`config.mk`:
```
export PLATFORM = sky130hd
export DESIGN_NAME = convolution_3by3_sequencer
export DESIGN_NICKNAME = d
export VERILOG_FILES = /design/src/rtl/convolution_3by3_sequencer.sv
export SDC_FILE = /design/constraint.sdc
export NUM_CORES = 1
export LEC_CHECK = 0
export CAP_MARGIN = 5
export CORE_ASPECT_RATIO = 0.5
export CORE_MARGIN = 2
export CORE_UTILIZATION = 57
export CTS_BUF_LIST = sky130_fd_sc_hd__clkbuf_4
export CTS_CLUSTER_SIZE = 12
export DETAILED_ROUTE_END_ITERATION = 16
export GPL_ROUTABILITY_DRIVEN = 0
export PLACE_DENSITY = 0.87
export SLEW_MARGIN = 20
export SYNTH_ARGS = -nofsm -noshare
export SYNTH_HDL_FRONTEND = slang
export SYNTH_SLANG_ARGS = --single-unit
```
`constraint.sdc`:
```
create_clock -name clk -period 9.9 [get_ports clk]
set_input_delay 1.98 -clock clk [delete_from_list [all_inputs] [get_ports clk]]
set_output_delay 1.98 -clock clk [all_outputs]
set_load 0.01 [all_outputs]
```
`src/rtl/convolution_3by3_sequencer.sv`:
```
// Control sequencer for the 3x3 convolution datapath: drives operand-mux selects through the
// 9-tap feed and zero drain, then reads the four results out of the buffer under valid/ready.
module convolution_3by3_sequencer #(
  parameter int unsigned DRAIN_CYCLES = 4,
  parameter logic [4:0]  ZERO_ADDR    = 5'd25
) (
  input  logic       clk,
  input  logic       rst,
  input  logic       start,
  input  logic       out_ready,
  output logic [4:0] input_side_array_addr_in_3by3,
  output logic [4:0] input_ceiling_array_addr_in_3by3,
  output logic [4:0] filter_side_array_addr_in_3by3,
  output logic [4:0] filter_ceiling_array_addr_in_3by3,
  output logic       sys_3by3_en,
  output logic [1:0] buffer_read_addr_in_3by3,
  output logic       out_valid,
  output logic       busy,
  output logic       done
);

  typedef enum logic [2:0] {
    S_IDLE  = 3'd0,
    S_FEED  = 3'd1,
    S_DRAIN = 3'd2,
    S_READ  = 3'd3,
    S_DONE  = 3'd4
  } state_t;

  localparam logic [3:0] DRAIN_LAST = 4'(DRAIN_CYCLES - 1);

  state_t     state_q, state_d;
  logic [3:0] cnt_q, cnt_d;
  logic [1:0] raddr_q, raddr_d;
  logic [4:0] isd_q, isd_d, icl_q, icl_d, fsd_q, fsd_d, fcl_q, fcl_d;
  logic       en_q, en_d, valid_q, valid_d, busy_q, busy_d, done_q, done_d;
  logic [1:0] p_s, q_s;
  logic       xfer_s;

  assign xfer_s = valid_q & out_ready;

  // Next-state, tap counter and read index.
  always_comb begin
    state_d = state_q;
    cnt_d   = cnt_q;
    raddr_d = raddr_q;
    case (state_q)
      S_IDLE: begin
        cnt_d   = 4'd0;
        raddr_d = 2'd0;
        if (start) begin
          state_d = S_FEED;
        end else begin
          state_d = S_IDLE;
        end
      end
      S_FEED: begin
        if (cnt_q == 4'd8) begin
          state_d = S_DRAIN;
          cnt_d   = 4'd0;
        end else begin
          cnt_d = cnt_q + 4'd1;
        end
      end
      S_DRAIN: begin
        if (cnt_q == DRAIN_LAST) begin
          state_d = S_READ;
          cnt_d   = 4'd0;
          raddr_d = 2'd0;
        end else begin
          cnt_d = cnt_q + 4'd1;
        end
      end
      S_READ: begin
        if (xfer_s) begin
          if (raddr_q == 2'd3) begin
            state_d = S_DONE;
            raddr_d = 2'd0;
          end else begin
            raddr_d = raddr_q + 2'd1;
          end
        end else begin
          raddr_d = raddr_q;
        end
      end
      S_DONE: begin
        state_d = S_IDLE;
        raddr_d = 2'd0;
      end
      default: begin
        state_d = S_IDLE;
        cnt_d   = 4'd0;
        raddr_d = 2'd0;
      end
    endcase
  end

  // Split the next tap index into row p and column q of the 3x3 window.
  always_comb begin
    p_s = 2'd0;
    q_s = 2'd0;
    case (cnt_d)
      4'd0:    begin p_s = 2'd0; q_s = 2'd0; end
      4'd1:    begin p_s = 2'd0; q_s = 2'd1; end
      4'd2:    begin p_s = 2'd0; q_s = 2'd2; end
      4'd3:    begin p_s = 2'd1; q_s = 2'd0; end
      4'd4:    begin p_s = 2'd1; q_s = 2'd1; end
      4'd5:    begin p_s = 2'd1; q_s = 2'd2; end
      4'd6:    begin p_s = 2'd2; q_s = 2'd0; end
      4'd7:    begin p_s = 2'd2; q_s = 2'd1; end
      4'd8:    begin p_s = 2'd2; q_s = 2'd2; end
      default: begin p_s = 2'd0; q_s = 2'd0; end
    endcase
  end

  // Output decode from the next state so every output is a plain register.
  always_comb begin
    isd_d   = ZERO_ADDR;
    icl_d   = ZERO_ADDR;
    fsd_d   = ZERO_ADDR;
    fcl_d   = ZERO_ADDR;
    en_d    = 1'b0;
    valid_d = 1'b0;
    busy_d  = (state_d != S_IDLE);
    done_d  = 1'b0;
    case (state_d)
      S_FEED: begin
        isd_d = {1'b0, p_s, 2'b00} + {3'b000, q_s};
        icl_d = {1'b0, p_s, 2'b00} + {3'b000, q_s} + 5'd5;
        fsd_d = 5'd16 + {2'b00, p_s, 1'b0} + {3'b000, p_s} + {3'b000, q_s};
        fcl_d = 5'd16 + {2'b00, p_s, 1'b0} + {3'b000, p_s} + {3'b000, q_s};
        en_d  = 1'b1;
      end
      S_DRAIN: en_d    = 1'b1;
      S_READ:  valid_d = 1'b1;
      S_DONE:  done_d  = 1'b1;
      S_IDLE:  busy_d  = 1'b0;
      default: busy_d  = 1'b0;
    endcase
  end

  // State, counters and registered outputs.
  always_ff @(posedge clk or negedge rst) begin
    if (!rst) begin
      state_q <= S_IDLE;
      cnt_q   <= 4'd0;
      raddr_q <= 2'd0;
      isd_q   <= ZERO_ADDR;
      icl_q   <= ZERO_ADDR;
      fsd_q   <= ZERO_ADDR;
      fcl_q   <= ZERO_ADDR;
      en_q    <= 1'b0;
      valid_q <= 1'b0;
      busy_q  <= 1'b0;
      done_q  <= 1'b0;
    end else begin
      state_q <= state_d;
      cnt_q   <= cnt_d;
      raddr_q <= raddr_d;
      isd_q   <= isd_d;
      icl_q   <= icl_d;
      fsd_q   <= fsd_d;
      fcl_q   <= fcl_d;
      en_q    <= en_d;
      valid_q <= valid_d;
      busy_q  <= busy_d;
      done_q  <= done_d;
    end
  end

  assign input_side_array_addr_in_3by3     = isd_q;
  assign input_ceiling_array_addr_in_3by3  = icl_q;
  assign filter_side_array_addr_in_3by3    = fsd_q;
  assign filter_ceiling_array_addr_in_3by3 = fcl_q;
  assign sys_3by3_en                       = en_q;
  assign buffer_read_addr_in_3by3          = raddr_q;
  assign out_valid                         = valid_q;
  assign busy                              = busy_q;
  assign done                              = done_q;

endmodule

```
# ---- After elaboration in Yosys (flattened, before gate mapping)
# Memories as Yosys holds them, arrays and structs flattened.
# Cells that the tools add are included.
dict set report totals {
  ff_bits 28
  romBits 64
  in_bits 4
  out_inout_bits 26
  word_cells 59
  n_memories 1
}
dict set report op_classes {
  add_sub_neg 7
  eq_ne 13
  muxes 20
  bitwise 2
  reduce_logical 6
}
# name depth word_bits rd rd_clocked_by_memory_dff wr line_no
set mem_list {}
lappend mem_list {{(no name shown)} 16 4 1 0 0 102} ;# case (cnt_d)
# operator count
set op_table {}
lappend op_table {{5-bit two-way mux} 3}
lappend op_table {{3-bit by 2-bit == test with 1-bit output (second input constant)} 4}
lappend op_table {{3-bit two-way mux} 4}
lappend op_table {{3-bit one-hot mux with 4 select lines} 1}
lappend op_table {{4-bit one-hot mux with 3 select lines} 1}
lappend op_table {{5-bit by 2-bit adder with 5-bit output} 2}
lappend op_table {{4-bit two-way mux} 2}
lappend op_table {{3-bit by 1-bit == test with 1-bit output (second input constant)} 2}
lappend op_table {{3-bit == test (second input constant)} 2}
lappend op_table {{2-bit two-way mux} 3}
lappend op_table {{2-bit one-hot mux with 3 select lines} 1}
lappend op_table {{4-bit by 2-bit adder with 5-bit output} 1}
lappend op_table {{5-bit by 3-bit adder with 5-bit output (first input constant)} 1}
lappend op_table {{5-bit by 3-bit adder with 5-bit output (second input constant)} 1}
lappend op_table {{1-bit two-way mux} 5}
lappend op_table {{4-bit by 1-bit adder with 4-bit output (second input constant)} 1}
lappend op_table {{4-bit by 2-bit == test with 1-bit output (second input constant)} 1}
lappend op_table {{4-bit == test (second input constant)} 1}
lappend op_table {{2-bit != test (second input constant)} 2}
lappend op_table {{2-bit OR reduction} 2}
lappend op_table {{4-bit OR reduction} 1}
lappend op_table {{3-bit zero test} 1}
lappend op_table {{3-bit AND reduction} 1}
lappend op_table {{3-bit nonzero test} 1}
lappend op_table {{4 further kinds} 4}

# ---- Logic depth before layout (Yosys ltp)
# Gate-level depths: netlist (run 1).
# An unclocked memory read counts as a cell.
dict set report logic_depth {
  word_depth 8
  ltp_mapped 16
  ltp_nobuf 16
}

# ---- Least setup slack after synthesis (run 1)
# No wires, ideal clock.
dict set report synth_path {
  kind {register to register}
  from {register cnt_q[0]}
  to {register fcl_q[2], in the netlist filter_ceiling_array_addr_in_3by3[2]}
  setup_ps 119
  arrival_ps 3345
  required_time_ps 9781
  slack_ps 6437
  stages_incl_launch_ff 16
  path_buffers 0
  synth_period_minus_slack_ps 3463
  cell_sequence {dfrtp_1 > ha_1 > nor3b_2 > o32a_2 > nand2_1 > o21ai_0 > ha_1 > inv_1 > nor4_2 > a31oi_1 > inv_1 > fa_1 > ha_1 > inv_1 > fa_1 > nor2_1}
}
dict set report synth_between {
  elab_chain_cells 8
  elab_cells_between_ends 15
  classes_between {4 x add/sub; 3 x eq/ne; 7 x mux; 1 x memory}
}
# item line_no
set synth_rtl {}
lappend synth_rtl {{from (decl)} 33} ;# logic [3:0] cnt_q, cnt_d;
lappend synth_rtl {{from (signal assigned)} 158} ;# cnt_q <= cnt_d;
lappend synth_rtl {{4-bit by 1-bit adder with 4-bit output, or another cell as far along} {62, 71}}
lappend synth_rtl {{4-bit two-way mux (on tied branches)} {66, 58}}
lappend synth_rtl {{4-bit one-hot mux with 3 select lines} 47} ;# case (state_q)
lappend synth_rtl {{memory 16 x 4 bit} n/a}
lappend synth_rtl {{5-bit by 3-bit adder with 5-bit output} 131} ;# fcl_d = 5'd16 + {2'b00, p_s, 1'b0} + {3'b000, p_s} + {3'b000, q_s};
lappend synth_rtl {{5-bit by 2-bit adder with 5-bit output (2 in a row)} 131}
lappend synth_rtl {{5-bit two-way mux (*)} 126} ;# case (state_d)
lappend synth_rtl {{via fcl_d[2]} 35} ;# logic [4:0] isd_q, isd_d, icl_q, icl_d, fsd_q, fsd_d, fcl_q, fcl_d;
lappend synth_rtl {{to (signal assigned)} 163} ;# fcl_q <= fcl_d;
lappend synth_rtl {{to (decl)} 35}
# The timed path passes the listed nets; every way through them passes the cells marked *.
# A chain may end at the register's enable or synchronous reset.

# ---- Worst setup path after layout (run 1)
dict set report layout_path {
  from {register state_q[0]}
  to {register fcl_q[2], in the netlist filter_ceiling_array_addr_in_3by3[2]}
}
dict set report layout_between {
  elab_chain_cells 8
  elab_cells_between_ends 18
  classes_between {3 x add/sub; 5 x eq/ne; 7 x mux; 2 x reduce/logical; 1 x memory}
}
# item line_no
set layout_rtl {}
lappend layout_rtl {{from (decl)} 32} ;# state_t state_q, state_d;
lappend layout_rtl {{from (signal assigned)} 157} ;# state_q <= state_d;
lappend layout_rtl {{3-bit by 2-bit == test with 1-bit output / 3-bit == test (equally long branches)} 47}
lappend layout_rtl {{2-bit OR reduction (no line)} n/a}
lappend layout_rtl {{4-bit one-hot mux with 3 select lines (*)} 47}
lappend layout_rtl {{via cnt_d[1]} 33}
lappend layout_rtl {{memory 16 x 4 bit (*)} n/a}
lappend layout_rtl {{5-bit by 3-bit adder with 5-bit output} 131}
lappend layout_rtl {{5-bit by 2-bit adder with 5-bit output} 131}
lappend layout_rtl {{5-bit by 2-bit adder with 5-bit output (*)} 131}
lappend layout_rtl {{5-bit two-way mux (*)} 126}
lappend layout_rtl {{via fcl_d[2]} 35}
# Marks and branches as above.

==> results.py, run 1 <==
metrics = {
    "outcome": {
        "status": "complete, no violations",
    },
    "detailed_routing": {
        "vias": 1192,
        "drtIter0Drc": 34,
        "firstDrtPassIters": 4,
        "via_per_inst": 5.54,
        "drc": 0,
        "routed_wl_um": 2980,
        "drtAntennaViolNets": 0,
        "post_drt_wl_per_cell_um": 13.9,
    },
    "cts": {
        "cts_tree": "yes",
        "path_clk_slew_ps": 140,
        "postCtsHoldBufs": 0,
        "clockRootBuffer": "clkbuf_4",
        "ctsResizeCount": 0,
        "postCtsSetupBuffers": 0,
        "htree_levels": 1,
        "numClockSinks": 27,
        "insertion_delay_ps": 330,
        "cts.path.max_buffers": 2,
        "cts_buffers": 3,
    },
    "sta": {
        "period_share": 0.416,
        "setup_viol": 0,
        "tightestPinTransition_ps": 680,
        "period_minus_slack_ps": 4120,
        "finalClockSkew_ps": 2.57,
        "max_freq_mhz": 243,
        "tns_ps": 0,
        "slew_viol_final": 0,
        "grt_setup_unrepaired": "no",
        "hold_violations": 0,
        "relSlewSlack": 0.545,
    },
    "grt": {
        "grt_remaining_overflow": 0,
        "grt_use_met2": 0.397,
        "grt.met3_usage": 0.0683,
        "grt_util_all_layers": 0.206,
        "antenna_found_initial": 0,
        "gr-max-usage-layer": "met2",
        "grt_max_degree": 28,
        "grtUsageMet1": 0.228,
        "grt_pass1_vias": 1027,
        "grt_pass1_wl_um": 4710,
    },
    "final_layout": {
        "utilization": 0.708,
        "n_antenna_cell": 0,
        "multiInputGateArea_um2": 738,
        "syn2layout_area_growth_pct": 17.9,
        "seq_area_um2": 686,
        "fillers": 196,
        "drive_above_1_share": 0.112,
        "nets": 196,
    },
    "synth": {
        "synth_compound_area_frac": 0.159,
        "muxShareOfSynthArea": 0.00644,
        "synth_area_leaders": "dfrtp_1, dfstp_2, ha_1",
        "synth_top_family_by_area": "simple AND/OR/NAND/NOR gates",
        "synth_fa_ha_area_frac": 0.114,
        "ys_async_sr_fraction": 1.00,
        "yosysTopAreaCell": "dfrtp_1",
        "synth_seq_cells": 27,
        "synth_top_area_share": 0.306,
        "synth_xor_area_frac": 0,
        "synth_area_per_cell_um2": 9.90,
        "synthDistinctLibCells": 49,
        "synth_edf_count": 0,
        "yosys.area_share.simple": 0.191,
        "syn-cell-area_mm2": 0.00155,
        "synthCells": 157,
        "ys.flop_type": "dfrtp_1",
        "ys_seq_area_frac": 0.441,
        "synth_warnings": 0,
    },
    "setup_path": {
        "startpoint_type": "flip-flop",
        "path_cells": "or3b_1 -> o32ai_1 -> a22oi_1 -> inv_1 -> ha_1 -> inv_1 -> a2111oi_0 -> a311o_1 -> fa_1 -> ha_1 -> inv_1 -> fa_1 -> nor2_1",
        "critPathKind": "reg2reg",
        "crit_top_cell": "inv_1",
        "cp.buffers_inverters": 3,
        "path_delay_family": "adder cells",
        "cpPeakStageDelay_ps": 700,
        "cp.arrival_ps": 4380,
        "slowest_stage": "dfrtp_1",
        "worstSetupEndpointType": "flip-flop",
        "critical_path.max_fanout": 20,
        "required_ps": 10160,
    },
    "floorplanning": {
        "ioPinCount": 30,
        "placementRows": 13,
        "die_w_um": 77.8,
        "initial_core_util": 0.601,
        "die-area_mm2": 0.00319,
        "core_area_mm2": 0.00259,
        "die_h_um": 40.9,
    },
    "placed_design": {
        "hpwl_um": 2240,
        "port_buffers": 27,
    },
    "pwr": {
        "peakVddDrop_v": 0.000148,
        "p_leak_uw": 0.000834,
        "powerDensity_mw_per_mm2": 346,
    },
    "min_path": {
        "hp-class": "reg2reg",
    },
    "job": {
        "cap_violations": 0,
    },
}
cell usage after synthesis, drive strengths merged, types with 2 or more instances:
| library cell | n |
|---|---|
| nor3 | 4 |
| o211ai | 3 |
| nand3 | 4 |
| dfrtp | 19 |
| ha | 11 |
| nand2b | 3 |
| a311o | 2 |
| clkbuf | 2 |
| nor3b | 4 |
| inv | 15 |
| nor2 | 13 |
| fa | 2 |
| nor2b | 3 |
| nand2 | 14 |
| nor4 | 2 |
| and2 | 3 |
| dfstp | 8 |
| o22ai | 2 |
| o21ai | 5 |
| a21oi | 8 |
| a21o | 2 |
| buf | 10 |
state kept, by name (all words and copies together) (netlist names):
| name | flops |
|---|---|
| input_ceiling_array_addr_in_3by3 | 5 |
| input_side_array_addr_in_3by3 | 5 |
| cnt_q | 4 |
| filter_ceiling_array_addr_in_3by3 | 4 |
| state_q | 3 |
| buffer_read_addr_in_3by3 | 2 |
| busy | 1 |
| done | 1 |
| out_valid | 1 |
| sys_3by3_en | 1 |
cells in the final DEF (no fill, tap or decap), types with 4 or more instances in the layout:
| master | Yosys | final |
|---|---|---|
| nand2_1 | 14 | 14 |
| nor2_1 | 13 | 13 |
| nor3_1 | 4 | 4 |
| o21ai_0 | 4 | 4 |
| a21oi_1 | 7 | 7 |
| dfrtp_1 | 19 | 19 |
| ha_1 | 11 | 11 |
| nand3_1 | 4 | 4 |
| clkdlybuf4s50_1 | 0 | 27 |
| inv_1 | 14 | 14 |
| dfstp_2 | 8 | 8 |
power by group:
| group | total, uW | switching (uW) | internal [uW] | leakage, uW |
|---|---|---|---|---|
| Clock | 48.3 | 33.1 | 15.2 | 0.0000177 |
| Combinational | 391 | 220 | 171 | 0.000489 |
| Sequential | 194 | 35.0 | 159 | 0.000328 |
worst min-delay path, delay by kind of cell, from the launching register on:
kind            cells  cell delay, ps
simple gates        1              50
flops               1             390
compound gates      1              60
layout make-up:
type                    instances  share of cell area
clock buffers                   3              0.0123
clock inverters                 1             0.00273
inverters                      15              0.0307
multi-input cells             104               0.403
flip-flops and latches         27               0.374
well taps                      37              0.0253
repair buffers                 28               0.152
per-layer routing:
layer	share of wire	wire length (um)	vias up
li1	-	-	580
met1	0.45	1330	580
met2	0.50	1490	27
met3	0.044	130	5
met4	0.0091	27	0
met5	0	0	-
kinds of logic after synthesis:
| group | after synthesis |
|---|---|
| AND/OR/NAND/NOR | 55 |
| AO/OA/AOI/OAI | 33 |
| buffers and inverters | 27 |
| flip-flops | 27 |
| adder cells (fa/ha/maj) | 13 |
| multiplexers | 1 |
| other | 1 |
per-stage QoR:
| stage | worst slack (ps) | cell area, um^2 | hold slack [ps] | power [uW] | cells |
|---|---|---|---|---|---|
| final | 5780 | 1830 | 528 | 633 | 215 |
| after CTS | 5810 | 1830 | 533 | 634 | 215 |
| after detailed placement | 5830 | 1800 | 501 | 584 | 211 |
| after global placement | 5990 | 1800 | 500 | 570 | 211 |
| after floorplan | 6440 | 1560 | 528 | 466 | 158 |
| after global routing | 5520 | 1830 | 565 | 695 | 215 |
path summary, 6_finish.rpt:
| path | from | endpoint | slack (ps) | cells after the start |
|---|---|---|---|---|
| worst max-delay path | state_q[0] | filter_ceiling_array_addr_in_3by3[2] | 5780 | 13 |
| worst max register to register | state_q[0] | filter_ceiling_array_addr_in_3by3[2] | 5780 | 13 |
| max in group asynchronous | rst | input_side_array_addr_in_3by3[3] | 7600 | 2 |
| worst min register to register | buffer_read_addr_in_3by3[1] | buffer_read_addr_in_3by3[1] | 530 | 2 |
| min in group asynchronous | rst | input_side_array_addr_in_3by3[1] | 1990 | 2 |
| worst min-delay path | buffer_read_addr_in_3by3[1] | buffer_read_addr_in_3by3[1] | 530 | 2 |
Power figures use the tool's default switching activity.
==> inputs of run 2 (changes only) <==
--- a/config.mk
+++ b/config.mk
@@ -8,12 +8,12 @@
 export CAP_MARGIN = 5
 export CORE_ASPECT_RATIO = 0.5
 export CORE_MARGIN = 2
-export CORE_UTILIZATION = 57
+export CORE_UTILIZATION = 53
 export CTS_BUF_LIST = sky130_fd_sc_hd__clkbuf_4
 export CTS_CLUSTER_SIZE = 12
 export DETAILED_ROUTE_END_ITERATION = 16
 export GPL_ROUTABILITY_DRIVEN = 0
-export PLACE_DENSITY = 0.87
+export PLACE_DENSITY = 0.81
 export SLEW_MARGIN = 20
 export SYNTH_ARGS = -nofsm -noshare
 export SYNTH_HDL_FRONTEND = slang
==> constraint.sdc (replaced) <==
create_clock -name clk -period 4.28 [get_ports clk]
set_input_delay 0.856 -clock clk [delete_from_list [all_inputs] [get_ports clk]]
set_output_delay 0.856 -clock clk [all_outputs]
set_load 0.01 [all_outputs]
==> results.py, run 2 (synthesized netlist as in run 1, its figures left out) <==
metrics = {
    "setup_path": {
        "worstSetupEndpointType": "flip-flop",
        "critical_path.max_fanout": 6,
        "startpoint": "cnt_q[0]",
        "critPathKind": "reg2reg",
        "reg2reg_from": "cnt_q[0]",
        "cp.arrival_ps": 4100,
        "required_ps": 4530,
        "startpoint_type": "flip-flop",
    },
    "detailed_routing": {
        "drc": 0,
        "post_drt_wl_per_cell_um": 14.2,
        "via_per_inst": 5.61,
        "firstDrtPassIters": 5,
        "drtIter0Drc": 104,
        "drtAntennaViolNets": 0,
        "vias": 1222,
        "routed_wl_um": 3110,
    },
    "pwr": {
        "p_comb_frac": 0.627,
        "p_sw_uw": 681,
        "p_leak_uw": 0.000850,
        "peakVddDrop_v": 0.000514,
        "sequentialPowerShare": 0.292,
        "pwr-share-clk": 0.081,
        "internal_power_uw": 822,
        "p_total_uw": 1500,
        "switching_share": 0.453,
        "powerDensity_mw_per_mm2": 811,
    },
    "final_layout": {
        "layout_commonest_cell": "clkdlybuf4s50_1",
        "n_antenna_cell": 0,
        "drive_above_1_share": 0.133,
        "utilization": 0.690,
        "nets": 199,
        "mostFrequentLayoutCells": "clkdlybuf4s50_1, dfrtp_1, inv_1, nand2_1, nor2_1",
        "syn2layout_area_growth_pct": 19.2,
    },
    "cts": {
        "postCtsHoldBufs": 0,
        "path_clk_slew_ps": 160,
        "postCtsSetupBuffers": 0,
        "htree_levels": 1,
        "cts_tree": "yes",
        "insertion_delay_ps": 340,
        "numClockSinks": 27,
        "cts_buffers": 3,
        "ctsResizeCount": 0,
        "cts.path.max_buffers": 2,
        "clockRootBuffer": "clkbuf_4",
    },
    "sta": {
        "tns_ps": 0,
        "slew_viol_final": 0,
        "max_freq_mhz": 260,
        "relSlewSlack": 0.633,
        "period_share": 0.900,
        "period_minus_slack_ps": 3850,
        "hold_violations": 0,
        "setup_viol": 0,
        "grt_setup_unrepaired": "no",
        "finalClockSkew_ps": 4.79,
        "tightestPinTransition_ps": 550,
    },
    "placed_design": {
        "hpwl_um": 2330,
        "port_buffers": 27,
    },
    "min_path": {
        "hp-class": "in2async",
    },
    "outcome": {
        "status": "complete, no violations",
    },
    "floorplanning": {
        "die-area_mm2": 0.00341,
        "die_h_um": 42.3,
        "initial_core_util": 0.579,
        "core_area_mm2": 0.00268,
        "die_w_um": 80.6,
        "ioPinCount": 30,
        "placementRows": 13,
    },
    "grt": {
        "grt_remaining_overflow": 0,
        "grt_max_degree": 26,
        "grt_use_met2": 0.363,
        "grt_pass1_vias": 1183,
        "gr-max-usage-layer": "met2",
        "antenna_found_initial": 0,
        "grtUsageMet1": 0.250,
        "grt_pass1_wl_um": 5350,
        "grt.met3_usage": 0.0560,
        "grt_util_all_layers": 0.209,
    },
    "job": {
        "cap_violations": 0,
    },
}
==> run 2: final timing paths <==
kind / to / slack [ps] / depth (start not counted)
max reg2reg: filter_ceiling_array_addr_in_3by3[2] / 430 / 15
max in group asynchronous: input_side_array_addr_in_3by3[0] / 3250 / 2
min reg2reg: buffer_read_addr_in_3by3[1] / 560 / 2
max: filter_ceiling_array_addr_in_3by3[2] / 430 / 15
min: cnt_q[0] / 470 / 1
min in group clk: buffer_read_addr_in_3by3[1] / 560 / 2
==> run 2: per-layer routing <==
layer  up-vias  routed length (um)
met5         -                   0
li1        580                   -
met3         8                 205
met4         0                  50
met2        50                1550
met1       584                1300
==> run 2: layout make-up <==
| type | instances | area [um^2] |
|---|---|---|
| tap | 37 | 46.3 |
| inverter | 15 | 56.3 |
| sequential | 27 | 686 |
| timing repair buffer | 31 | 295 |
| multi-input combinational | 104 | 738 |
| fill | 217 | 831 |
| clock buffer | 3 | 22.5 |
| clock inverter | 1 | 8.76 |
==> run 2: stage by stage <==
stage / hold WS [ps] / std cells / instance area (um^2) / setup WS, ps
finish: 475 / 218 / 1850 / 428
global route: 500 / 218 / 1850 / 84.7
CTS: 567 / 218 / 1860 / 435
detailed placement: 534 / 214 / 1830 / 476
global placement: 498 / 214 / 1830 / 522
floorplan: 528 / 158 / 1560 / 817
==> run 2: worst max-delay path: stages, from the launching register on <==
cell,delay (ps)
dfrtp_1,410
ha_1,260
nor3b_2,200
o32a_2,420
nand2_1,80
o21ai_0,170
ha_1,260
inv_1,60
nor4_2,60
a31oi_1,380
inv_1,170
fa_1,580
ha_1,150
inv_1,50
fa_1,470
nor2_1,40
==> run 2: power groups by stage <==
stage | combinational, uW | sequential [uW] | clock [uW]
finish | 943 | 438 | 122
global route | 1060 | 454 | 133
CTS | 943 | 440 | 124
detailed placement | 931 | 445 | 0
global placement | 909 | 440 | 0
floorplan | 631 | 447 | 0
==> edit (flow settings as in run 2) <==
Encoding of `state_t`: now Gray code (3 bits for 5 states).
--- a/src/rtl/convolution_3by3_sequencer.sv
+++ b/src/rtl/convolution_3by3_sequencer.sv
@@ -22,7 +22,7 @@
   typedef enum logic [2:0] {
-    S_IDLE  = 3'd0,
-    S_FEED  = 3'd1,
-    S_DRAIN = 3'd2,
-    S_READ  = 3'd3,
-    S_DONE  = 3'd4
+    S_IDLE  = 3'b000,
+    S_FEED  = 3'b001,
+    S_DRAIN = 3'b011,
+    S_READ  = 3'b010,
+    S_DONE  = 3'b110
   } state_t;
Behaviour: no difference found for any inputs over 10 cycles, from zero or initial values and one cycle with rst low; not proved beyond that.
==> edit against run 2 <==
Clock power down 3%. Cell area decreased by 3.0%. Area after synthesis shrank 2.4%. Die area down 2.2%. Core utilization decreased by 1.2 points. Setup slack lost 0.057 ns. Sequential cell count stayed put. Clock skew is 0.0025 ns lower. Combinational power fell by 15%. Total power fell by 9.4%. Routed wire length shrank 7.4%. Hold slack gained 0.0066 ns. Largest cell class unchanged.
==> edit: results (changes against run 2) <==
- CTS buffer count: 3 (unchanged)
- Clock-pin slew on the worst setup and hold paths: 0.14 ns (-0.02 ns)
- Post-synth top cells: 19 x dfrtp_1, 16 x inv_1, 11 x ha_1, 11 x nand2_1, 9 x o21ai_0
- Tot GR Track Use: 19.36% (-1.6 points)
- Clk_skew: 0.002284 ns (-0.002504 ns)
- Outcome: finished clean
- Worst VDD drop: 0.4373 mV (-15%)
- Critical Path Fanout Max: 5 (-1)
- Detailed-route via count: 1119 (-8.4%)
- Post-CTS sizing: 0 (unchanged)
- Seq/Total Area, Yosys: 45.21% (+1.1 points)
- Worst-Skew Late Latency: 0.33 ns
- Sequential power share: 32.2% (+3.0 points)
- Filler Cells Inserted: 202 (-6.9%)
- First-pass DRT Iterations: 4 (-1)
- Static Leak: 0.0008396 uW (-1.2%)
- Global-route wire length before repair: 4968 um (-7.1%)
- Synth top area cells: dfrtp_1 31%, dfstp_2 14%, ha_1 9.1%
- Switching Fraction: 42.21% (-3.1 points)
- Share of layout cells above drive strength 1: 13.53% (+0.27 points)
- Post-DP HPWL: 2170 um (-7.0%)
- Max clock buf depth: 2 (unchanged)
- CTS root buf: clkbuf_4
- Clock group power: 118 uW (-3%)
- Placed cell area: 0.001773 sq mm (-2.9%)
- Max-slew headroom: 65.06% (+1.7 points)
- Worst min-delay path class: input pin to async pin
- H-tree depth: 1 (unchanged)
- Largest net degree at the start of global routing: 25 (-3.8%)
- Port Buffer Count: 27 (unchanged)
- Post-synthesis cell type count: 49 (unchanged)
- Nets: 188 (-5.5%)
- Crit path DAT: 4.15 ns (+0.05 ns)
- Iter 0 DRT Violations: 61 (-41%)
- Reg2Reg Setup Slack: 0.37 ns (-0.06 ns)
- Ys Warns: 0 (unchanged)
- Slowest cell on crit path: fa_1
- CP max stage delay: 0.53 ns (-0.05 ns)
- Routed WL: 2874 um (-7.4%)
edit: cell types whose count changed after synthesis, moves of 2 or more:
cell	run 2	this run
nor2_1	13	7
o21ai_0	4	9
nand2_1	14	11
nor2b_1	3	0
nor3_1	4	1
a21o_1	2	0
a311o_1	2	0
and3_1	0	2
and4_1	0	2
clkbuf_1	2	0
inv_1	14	16
nand2b_1	3	1
or2_2	0	2
xnor2_1	0	2
edit: metal layers:
metal	global-route usage (%)	share of wire, %	vias to the layer above
met4	4.828	0.77	0
met1	25.11	46	536
li1	-	-	543
met3	4.565	4.0	4
met5	0	0	-
met2	32.94	49	36
edit: cell families after synthesis:
group                    count (synthesis)  synth area share [%]
AO/OA/AOI/OAI                           33                 14.77
XOR/XNOR                                 2                 1.155
buffers and inverters                   26                 8.663
adder cells (fa/ha/maj)                 13                 11.72
flip-flops                              27                 45.21
other                                    1                0.2473
AND/OR/NAND/NOR                         45                 18.23
edit: final cells by class:
| class | instances | area [sq um] | share of cell area, % |
|---|---|---|---|
| Timing Repair Buffer | 28 | 272.8 | 15.17 |
| Sequential cell | 27 | 685.7 | 38.14 |
| Tap cell | 37 | 46.29 | 2.575 |
| Inverter | 16 | 60.06 | 3.340 |
| Multi-Input combinational cell | 95 | 703.2 | 39.11 |
| Clock buffer | 4 | 30.03 | 1.670 |
edit: path summary, 6_finish.rpt:
path / startpoint / end / cells past startpoint
max: cnt_q[0]$_DFF_PN0_ / filter_ceiling_array_addr_in_3by3[2]$_DFF_PN0_ / 14
min: rst / sys_3by3_en$_DFF_PN0_ / 1
max reg2reg: cnt_q[0]$_DFF_PN0_ / filter_ceiling_array_addr_in_3by3[2]$_DFF_PN0_ / 14
min reg2reg: buffer_read_addr_in_3by3[1]$_DFFE_PN0P_ / buffer_read_addr_in_3by3[1]$_DFFE_PN0P_ / 2
max in group asynchronous: rst / filter_ceiling_array_addr_in_3by3[3]$_DFF_PN1_ / 2
min in group clk: buffer_read_addr_in_3by3[1]$_DFFE_PN0P_ / buffer_read_addr_in_3by3[1]$_DFFE_PN0P_ / 2
edit: through the flow:
| stage | setup slack [ns] | cells | power, uW | hold slack (ns) | util (%) |
|---|---|---|---|---|---|
| 4_1_cts | 0.3591 | 207 | 1366 | 0.5534 | 68.00 |
| 5_1_grt | 0.01802 | 207 | 1486 | 0.5121 | 67.82 |
| 2_1_floorplan | 0.9269 | 148 | 975.6 | 0.5345 | - |
| 3_5_place_dp | 0.3768 | 203 | 1241 | 0.5219 | 66.87 |
| 3_3_place_gp | 0.5528 | 203 | 1216 | 0.4979 | 66.87 |
| 6_report | 0.3706 | 207 | 1361 | 0.4811 | 67.82 |
